<file path="src/rtl/alu_arbiter_pkg.sv">
// Shared definitions for the ALU arbiter slice: ALU control codes and requester indices.
// Imported by the alu, the arbiter top and the arbiter bench.
package alu_arbiter_pkg;

   localparam logic [3:0] ALU_ADD  = 4'b0000;
   localparam logic [3:0] ALU_SUB  = 4'b1000;
   localparam logic [3:0] ALU_SLL  = 4'b0001;
   localparam logic [3:0] ALU_SLT  = 4'b0010;
   localparam logic [3:0] ALU_SLTU = 4'b0011;
   localparam logic [3:0] ALU_XOR  = 4'b0100;
   localparam logic [3:0] ALU_SRL  = 4'b0101;
   localparam logic [3:0] ALU_SRA  = 4'b1101;
   localparam logic [3:0] ALU_OR   = 4'b0110;
   localparam logic [3:0] ALU_AND  = 4'b0111;
   localparam logic [3:0] ALU_LUI  = 4'b1001;

   localparam logic REQ0 = 1'b0;
   localparam logic REQ1 = 1'b1;

endpackage

</file>
<file path="src/rtl/alu_arbiter_alu.sv">
// Combinational 32-bit integer ALU shared by the arbiter's two requesters.
// Undefined control codes produce zero.
module alu
   import alu_arbiter_pkg::*;
(
   input  logic [31:0] a,
   input  logic [31:0] b,
   input  logic [3:0]  op,
   output logic [31:0] result
);

   logic [4:0] shamt;

   assign shamt = b[4:0];

   always_comb begin
      result = 32'd0;
      unique case (op)
         ALU_ADD:  result = a + b;
         ALU_SUB:  result = a - b;
         ALU_SLL:  result = a << shamt;
         ALU_SLT:  result = {31'd0, $signed(a) < $signed(b)};
         ALU_SLTU: result = {31'd0, a < b};
         ALU_XOR:  result = a ^ b;
         ALU_SRL:  result = a >> shamt;
         ALU_SRA:  result = $unsigned($signed(a) >>> shamt);
         ALU_OR:   result = a | b;
         ALU_AND:  result = a & b;
         ALU_LUI:  result = b;
         default:  result = 32'd0;
      endcase
   end

endmodule

</file>
<file path="src/rtl/alu_arbiter.sv">
// Round-robin arbiter sharing one alu between two valid/ready requesters,
// with a one-entry registered response buffer per requester.
module alu_arbiter
   import alu_arbiter_pkg::*;
#(
   parameter int RESET_PRIORITY = 0,
   parameter int DATA_WIDTH     = 32
)
(
   input  logic                  clk,
   input  logic                  rst_n,

   input  logic                  req0_valid,
   output logic                  req0_ready,
   input  logic [DATA_WIDTH-1:0] req0_a,
   input  logic [DATA_WIDTH-1:0] req0_b,
   input  logic [3:0]            req0_op,
   output logic                  rsp0_valid,
   input  logic                  rsp0_ready,
   output logic [DATA_WIDTH-1:0] rsp0_result,

   input  logic                  req1_valid,
   output logic                  req1_ready,
   input  logic [DATA_WIDTH-1:0] req1_a,
   input  logic [DATA_WIDTH-1:0] req1_b,
   input  logic [3:0]            req1_op,
   output logic                  rsp1_valid,
   input  logic                  rsp1_ready,
   output logic [DATA_WIDTH-1:0] rsp1_result
);

   // last_grant starts on the "other" requester so RESET_PRIORITY wins the first contest
   localparam logic LAST_GRANT_INIT = (RESET_PRIORITY == 0) ? REQ1 : REQ0;

   logic                  eligible0;
   logic                  eligible1;
   logic                  grant0;
   logic                  grant1;
   logic                  last_grant;
   logic [DATA_WIDTH-1:0] alu_a;
   logic [DATA_WIDTH-1:0] alu_b;
   logic [3:0]            alu_op;
   logic [DATA_WIDTH-1:0] alu_result;

   // A full buffer only blocks its requester if it is not being drained this cycle
   always_comb begin
      eligible0 = req0_valid && (!rsp0_valid || rsp0_ready);
      eligible1 = req1_valid && (!rsp1_valid || rsp1_ready);
      grant0    = 1'b0;
      grant1    = 1'b0;
      if (rst_n) begin
         if (eligible0 && eligible1) begin
            grant0 = (last_grant == REQ1);
            grant1 = (last_grant == REQ0);
         end else begin
            grant0 = eligible0;
            grant1 = eligible1;
         end
      end
   end

   assign req0_ready = grant0;
   assign req1_ready = grant1;

   assign alu_a  = grant1 ? req1_a  : req0_a;
   assign alu_b  = grant1 ? req1_b  : req0_b;
   assign alu_op = grant1 ? req1_op : req0_op;

   alu u_alu (
      .a      (alu_a),
      .b      (alu_b),
      .op     (alu_op),
      .result (alu_result)
   );

   always_ff @(posedge clk or negedge rst_n) begin
      if (!rst_n) begin
         last_grant <= LAST_GRANT_INIT;
      end else if (grant0) begin
         last_grant <= REQ0;
      end else if (grant1) begin
         last_grant <= REQ1;
      end
   end

   // Accept wins over drain, so a draining buffer refills with no bubble
   always_ff @(posedge clk or negedge rst_n) begin
      if (!rst_n) begin
         rsp0_valid  <= 1'b0;
         rsp0_result <= '0;
      end else if (grant0) begin
         rsp0_valid  <= 1'b1;
         rsp0_result <= alu_result;
      end else if (rsp0_valid && rsp0_ready) begin
         rsp0_valid  <= 1'b0;
      end
   end

   always_ff @(posedge clk or negedge rst_n) begin
      if (!rst_n) begin
         rsp1_valid  <= 1'b0;
         rsp1_result <= '0;
      end else if (grant1) begin
         rsp1_valid  <= 1'b1;
         rsp1_result <= alu_result;
      end else if (rsp1_valid && rsp1_ready) begin
         rsp1_valid  <= 1'b0;
      end
   end

endmodule

</file>
<file path="config.mk">
export PLATFORM = sky130hd
export DESIGN_NAME = alu_arbiter
export DESIGN_NICKNAME = d
export VERILOG_FILES = /design/src/rtl/alu_arbiter_pkg.sv /design/src/rtl/alu_arbiter_alu.sv /design/src/rtl/alu_arbiter.sv
export SDC_FILE = /design/constraint.sdc
export NUM_CORES = 1
export LEC_CHECK = 0
export ABC_CLOCK_PERIOD_IN_PS = 7000
export CAP_MARGIN = 20
export CORE_UTILIZATION = 35
export CTS_CLUSTER_DIAMETER = 80
export DETAILED_ROUTE_END_ITERATION = 12
export SYNTH_ARGS = -nofsm -noshare
export SYNTH_HDL_FRONTEND = slang
export SYNTH_SLANG_ARGS = --single-unit
</file>
<file path="constraint.sdc">
create_clock -name clk -period 7 [get_ports clk]
set_clock_uncertainty 0.05 [all_clocks]
set_input_delay 1.05 -clock clk [delete_from_list [all_inputs] [get_ports clk]]
set_output_delay 1.05 -clock clk [all_outputs]
set_load 0.02 [all_outputs]
</file>
## Word level (Yosys, flattened, before mapping)

Index checks and enable logic that the tools add are counted.
Widths: inputs -> output; s select.

- Add/sub/neg operators: 2
- Magnitude comparators: 2
- Eq/ne operators: 10
- Shifts and indexed selects: 3
- Muxes and demuxes: 14
- Bitwise logic cells: 4
- Reduce and logical (&&, ||, !) cells: 13

Operators with widths:

| cell | number |
|---|---|
| $pmux 32 s11 | 1 |
| $lt 32x32->1 | 2 |
| $mux 32 | 2 |
| $add 32x32->32 | 1 |
| $and 32x32->32 | 1 |
| $or 32x32->32 | 1 |
| $shl 32x5->32 | 1 |
| $shr 32x5->32 | 1 |
| $sshr 32x5->32 | 1 |
| $sub 32x32->32 | 1 |
| $xor 32x32->32 | 1 |
| $eq 4x3->1 const B | 4 |
| $eq 4x4->1 const B | 3 |
| $mux 1 | 10 |
| $eq 4x2->1 const B | 2 |
| $reduce_bool 2->1 | 3 |
| $logic_and 1x1->1 | 5 |
| $eq 4x1->1 const B | 1 |
| $logic_not 4->1 | 1 |
| $mux 4 | 1 |
| $logic_not 1->1 | 2 |
| $logic_or 1x1->1 | 2 |
| $not 1->1 | 1 |

- Register bits after elaboration: 67
- Bits of input ports: 142
- Output and inout bits: 68
- Word-level logic and storage cells: 53

## Longest topological paths before layout

- Word-level depth: 9
- Depth in mapped cells: 23

## Modules after synthesis

Synthesis repeated with hierarchy kept, for this count alone.

- Cell total of the unflattened synthesis: 1,568
- Area total of the unflattened synthesis: 12,459.4 µm²

Modules (own cells, without submodules):

| module | instances | cells each | area each (µm²) | seq. area each (µm²) |
|---|---|---|---|---|
| alu | 1 | 1,342 | 8,981.1 | 0.0 |
| alu_arbiter | 1 | 226 | 3,478.3 | 1,677.9 |

## Worst setup path before layout

OpenSTA, ideal clock, no wires.

- Kind: input to register
- Start: in rsp1_ready
- End: reg rsp0_result[29]
- Library setup time: 0.125 ns
- Arrival: 5.559 ns
- Setup slack: 1.267 ns
- Stages on the path: 23
- Cells stage by stage: nand2b_2 o211ai_2 buf_6 buf_4 buf_4 buf_4 buf_2 buf_2 clkbuf_1 buf_2 nand2_1 nand2_1 inv_1 ha_1 a21oi_1 a2111oi_2 o21ai_1 and4b_1 o31ai_1 a211oi_1 mux2_1 a221o_1 mux2_2

- Longest elaborated chain between the ends: 8
- Elaborated cells between the ends (all ways): 30
- Those cells by class: 2 x add/sub; 10 x eq/ne; 3 x shift; 8 x mux; 3 x bitwise; 4 x reduce/logical

Ends and longest elaborated chain:

| what | RTL line | RTL |
|---|---|---|
| start, declared | alu_arbiter.sv:28 | `input logic rsp1_ready,` |
| $logic_or 1x1->1 * | alu_arbiter.sv:48 | `eligible1 = req1_valid && (!rsp1_valid \|\| rsp1_ready);` |
| $logic_and 1x1->1 * | alu_arbiter.sv:48 |  |
| $logic_and 1x1->1 | alu_arbiter.sv:52 | `if (eligible0 && eligible1) begin` |
| $mux 1 | alu_arbiter.sv:52 |  |
| $mux 1 | alu_arbiter.sv:51 | `if (rst_n) begin` |
| $mux 32 (tied with other cells) | alu_arbiter.sv:65 | `assign alu_a = grant1 ? req1_a : req0_a;` |
| $sub 32x32->32 (tied with other cells) | alu_arbiter_alu.sv:20 | `ALU_SUB: result = a - b;` |
| $pmux 32 s11 | alu_arbiter_alu.sv:18 | `unique case (op)` |
| end signal, assigned | alu_arbiter.sv:93 | `rsp0_result <= alu_result;` |
| end, declared | alu_arbiter.sv:20 | `output logic [DATA_WIDTH-1:0] rsp0_result,` |

Mark *: on every way between the ends. The rest lies on a longest branch, timed or not.
A chain may end at the register's enable or synchronous reset.

## Worst setup path in the final report

- Start: in req0_valid
- End: reg rsp1_result[24]

- Longest elaborated chain between the ends: 7
- Elaborated cells between the ends (all ways): 27
- Those cells by class: 2 x add/sub; 10 x eq/ne; 3 x shift; 6 x mux; 3 x bitwise; 3 x reduce/logical

Ends and longest elaborated chain:

| what | RTL line | RTL |
|---|---|---|
| start, declared | alu_arbiter.sv:13 | `input logic req0_valid,` |
| $logic_and 1x1->1 * | alu_arbiter.sv:47 | `eligible0 = req0_valid && (!rsp0_valid \|\| rsp0_ready);` |
| $logic_and 1x1->1 * | alu_arbiter.sv:52 |  |
| $mux 1 * | alu_arbiter.sv:52 |  |
| $mux 1 * | alu_arbiter.sv:51 |  |
| $mux 32 (tied with other cells) | alu_arbiter.sv:65 |  |
| $sub 32x32->32 (tied with other cells) | alu_arbiter_alu.sv:20 |  |
| $pmux 32 s11 | alu_arbiter_alu.sv:18 |  |
| end signal, assigned | alu_arbiter.sv:105 | `rsp1_result <= alu_result;` |
| end, declared | alu_arbiter.sv:29 | `output logic [DATA_WIDTH-1:0] rsp1_result` |

Marks and branches as above.

==> summary by stage <==
Outcome
The run finished with clean final reports.

Logic synthesis
The synthesized area divided by synthesized cell count is 7.13 um^2. The unique cell type count in the Yosys netlist is 98. Yosys attributes the largest share of cell area to sky130_fd_sc_hd__mux2i_1, sky130_fd_sc_hd__dfrtp_1, sky130_fd_sc_hd__nand2_1, sky130_fd_sc_hd__ha_1, sky130_fd_sc_hd__mux4_2. The Yosys warning count is 0. The share of synthesized area in the top cell type comes to 0.116.

The synthesized netlist occupies a cell area of 15100 um^2. For this run, the register share of the synthesized area comes to 0.111. The predominant post-synthesis flop cell is sky130_fd_sc_hd__dfrtp_1.

The flip-flop and latch count after synthesis is 67. Yosys mapped a number of flops with a built-in enable equal to 0. The share of flip-flops with an asynchronous set or reset after synthesis is 1.00. When the netlist entered floorplanning its net count stood at 2362. The cell taking the most area after synthesis is sky130_fd_sc_hd__mux2i_1. The gate count of the mapped netlist is 2122.

Timing
The number of max-slew violations in the final report came to 0. Derived from the worst setup path, the maximum achievable clock frequency is 162 MHz. The tightest slew margin relative to the limit is 0.259. In the final timing run, aggregate negative setup slack is 0 ps.

The measured slew at the worst slew-check pin is 1080 ps. In the finished design, the share of the clock period the worst path needs comes to 0.880. Setup repair after global routing left no endpoint under its margin. The shortest clock period the worst path allows after layout is 6160 ps. The final setup violation count is 0.

The hold violation total from the final report is 0. The final-layout worst hold slack is 430 ps.

Setup path
The required time reported for the critical path endpoint is 7150 ps. The worst setup path is captured at a register. The maximum fanout along the worst path is 74.

The critical path contains buffers and inverters numbering 2 combined. The signal on the critical path passes through clkdlybuf4s50_1 > nand2_1 > o211ai_4 > buf_12 > mux2i_4 > ha_1 > a221oi_1 > o311ai_0 > a21oi_1 > o41ai_1 > o21ai_0 > a221o_1 > a221oi_1 > o21ai_0. The cell with the largest stage delay on the worst path is sky130_fd_sc_hd__o41ai_1. By startpoint and endpoint, the worst setup path is classified as in2reg. For the worst setup path, the data arrival time is 6310 ps. STA classifies the critical path startpoint as an input port. On the critical path the largest part of the delay comes from compound AO/OA/AOI/OAI gates. On the worst path, the slowest cell contributes a delay of 770 ps.

Clock tree
The clock reaches the later pin of the worst-skew pair after 340 ps. In this run, post-CTS hold repair placed 0 buffers. In this run the number of H-tree levels came out at 3. The TritonCTS buffer count is 9. Post-CTS timing repair inserted 0 buffers for setup. Clock-pin slew was measured on the worst setup and hold paths at 60 ps.

Clock tree synthesis selected as its root buffer the cell sky130_fd_sc_hd__clkbuf_16. Counting every sink on the clock net gives 67. The number of buffers on the longest clock path is 2. The clock tree from TritonCTS is done.

In this run, post-CTS repair resized a total of 0 instances.

Global route
The first global-routing pass estimated 112000 um of wire. The aggregate global routing overflow is 0. The maximum number of pins on one net before global-route repair is 86.

The overall fraction of global-route tracks in use is 0.337. The via count of the first global-routing pass is 16800. The number of antenna violations at the first check in global routing came to 0.

Floorplanning
The region available for standard cell placement spans 42300 um^2. The overall die width is 210 um. For this configuration, the core starts out at a cell density of 0.358. During I/O placement, the number of pins put on the boundary was 210. The vertical die dimension is 210 um. The floorplan die area is 44100 um^2.

The floorplan has 75 rows.

Layout
The layout overhead on the synthesized area is 18.5%. The count of nets after finishing is 2464. Of the cells placed in the final design, the portion with a size suffix greater than 1 is 0.0942. The share of the core filled with cells is 0.424. The final standard cell count with taps included and fillers excluded is 2806. The antenna diode count is 0.

Flow run
The max-cap check violation count is 0.

Routing
The routed wire length is 75900 um. The highest routed metal layer is met4. The initial DRC count is 2420. The residual antenna-violating net count after detailed routing is 0. The per-cell via count in the routed design is 6.34. After detailed routing, the wire length on met1 is 32200 um. In the final routed layout, each cell accounts on average for 27.1 um. For this run, design rule violations remaining after detail routing come to 0.

The routed length on met2 is 34400 um. The routed design uses 5720 um of met3 wire. Detailed routing inserted a total of 17800 vias. Before antenna repair, the detailed router went through 9 iterations.

Placement
The weighted congestion reported at the end of routability-driven placement is 1.02. The number of input and output port buffers inserted is 209. The placed instance count is 2790. Once detailed placement completed, the half-perimeter wirelength came to 58800 um.

Hold path
The path class of the lowest-slack min-delay path is reg2reg.

Power
Dividing total power by cell area gives a power density of 184 nW/um^2. The largest vdd supply drop is 0.122 mV. The static leakage power is 7.48 nW.
## through the flow
stage / area [um^2] / setup WS (ps) / total power, mW
CTS: 17900 / 947 / 3.27
detailed placement: 17600 / 607 / 2.80
floorplan: 15100 / 1270 / 1.89
global placement: 17600 / 779 / 2.79
finish: 17900 / 839 / 3.30
global route: 17900 / 551 / 3.49
## synth_stat cells (all sizes together), types with 23 or more instances
| master | count |
|---|---|
| a211oi | 43 |
| a21oi | 151 |
| a31oi | 36 |
| buf | 87 |
| clkbuf | 80 |
| dfrtp | 66 |
| ha | 96 |
| inv | 105 |
| mux2 | 60 |
| mux2i | 177 |
| mux4 | 36 |
| nand2 | 361 |
| nand3 | 62 |
| nor2 | 165 |
| nor2b | 23 |
| nor3 | 32 |
| o211ai | 36 |
| o21ai | 151 |
| o221ai | 23 |
## logic make-up (layout without fill, tap and decap cells)
| logic type | after synthesis | after routing | share of synthesized area |
|---|---|---|---|
| XOR/XNOR | 18 | 18 | 0.0104 |
| AND/OR/NAND/NOR | 742 | 742 | 0.215 |
| flip-flops | 67 | 67 | 0.111 |
| multiplexers | 273 | 273 | 0.217 |
| AO/OA/AOI/OAI | 648 | 648 | 0.287 |
| adder cells (fa/ha/maj) | 98 | 98 | 0.0820 |
| buffers and inverters | 276 | 383 | 0.0779 |
## area by class of cell
class,count,area [um^2]
repair buffers,258,2460
flip-flops and latches,67,1680
well taps,577,722
clock buffers,9,225
multi-input cells,1779,12400
clock inverters,7,76.3
fillers,4401,24400
inverters,109,417
## registers in the layout, summed over array words and instances (netlist names)
| signal | count |
|---|---|
| rsp0_valid | 1 |
| last_grant | 1 |
| rsp1_valid | 1 |
| rsp1_result | 32 |
| rsp0_result | 32 |
## routing by layer
layer	GRT usage	up-vias
met5	0	-
met4	0.140	0
met3	0.0481	149
met2	0.539	910
met1	0.453	8682
li1	-	8040
## where the power goes
part | leakage (nW) | total (mW) | switching [mW] | internal (mW)
Sequential | 0.841 | 0.587 | 0.0748 | 0.512
Combinational | 6.49 | 2.25 | 1.41 | 0.846
Clock | 0.142 | 0.458 | 0.180 | 0.278
Total | 7.48 | 3.30 | 1.66 | 1.64
## final timing paths
check,start,end,slack (ps),depth (start not counted)
max,req0_valid,rsp1_result[24],840,14
min,rsp0_result[5],rsp0_result[5],430,2
max reg2reg,last_grant,rsp1_result[24],1530,13
min reg2reg,rsp0_result[5],rsp0_result[5],430,2
max in group asynchronous,rst_n,rsp0_result[12],5360,2
min in group asynchronous,rst_n,rsp0_result[29],940,2
## worst reg2reg max path: cells and delay by family (launching register included)
kind / cells / cell delay [ps]
compound gates: 9 / 3180
fa+ha+maj: 1 / 470
buf+inv: 1 / 360
flops: 1 / 570
mux: 1 / 580
simple gates: 1 / 130
## layout by cell type (no fill, tap or decap), types with 33 or more instances in the layout
cell type,count
sky130_fd_sc_hd__nand3_1,62
sky130_fd_sc_hd__inv_1,99
sky130_fd_sc_hd__nand2_1,361
sky130_fd_sc_hd__o21ai_0,147
sky130_fd_sc_hd__clkdlybuf4s50_1,204
sky130_fd_sc_hd__mux4_2,36
sky130_fd_sc_hd__mux2i_1,169
sky130_fd_sc_hd__nor2_1,164
sky130_fd_sc_hd__ha_1,96
sky130_fd_sc_hd__o211ai_1,35
sky130_fd_sc_hd__dfrtp_1,66
sky130_fd_sc_hd__mux2_2,58
sky130_fd_sc_hd__a31oi_1,33
sky130_fd_sc_hd__buf_4,49
sky130_fd_sc_hd__a21oi_1,151
sky130_fd_sc_hd__a211oi_1,42
(Power assumes the default switching activity.)
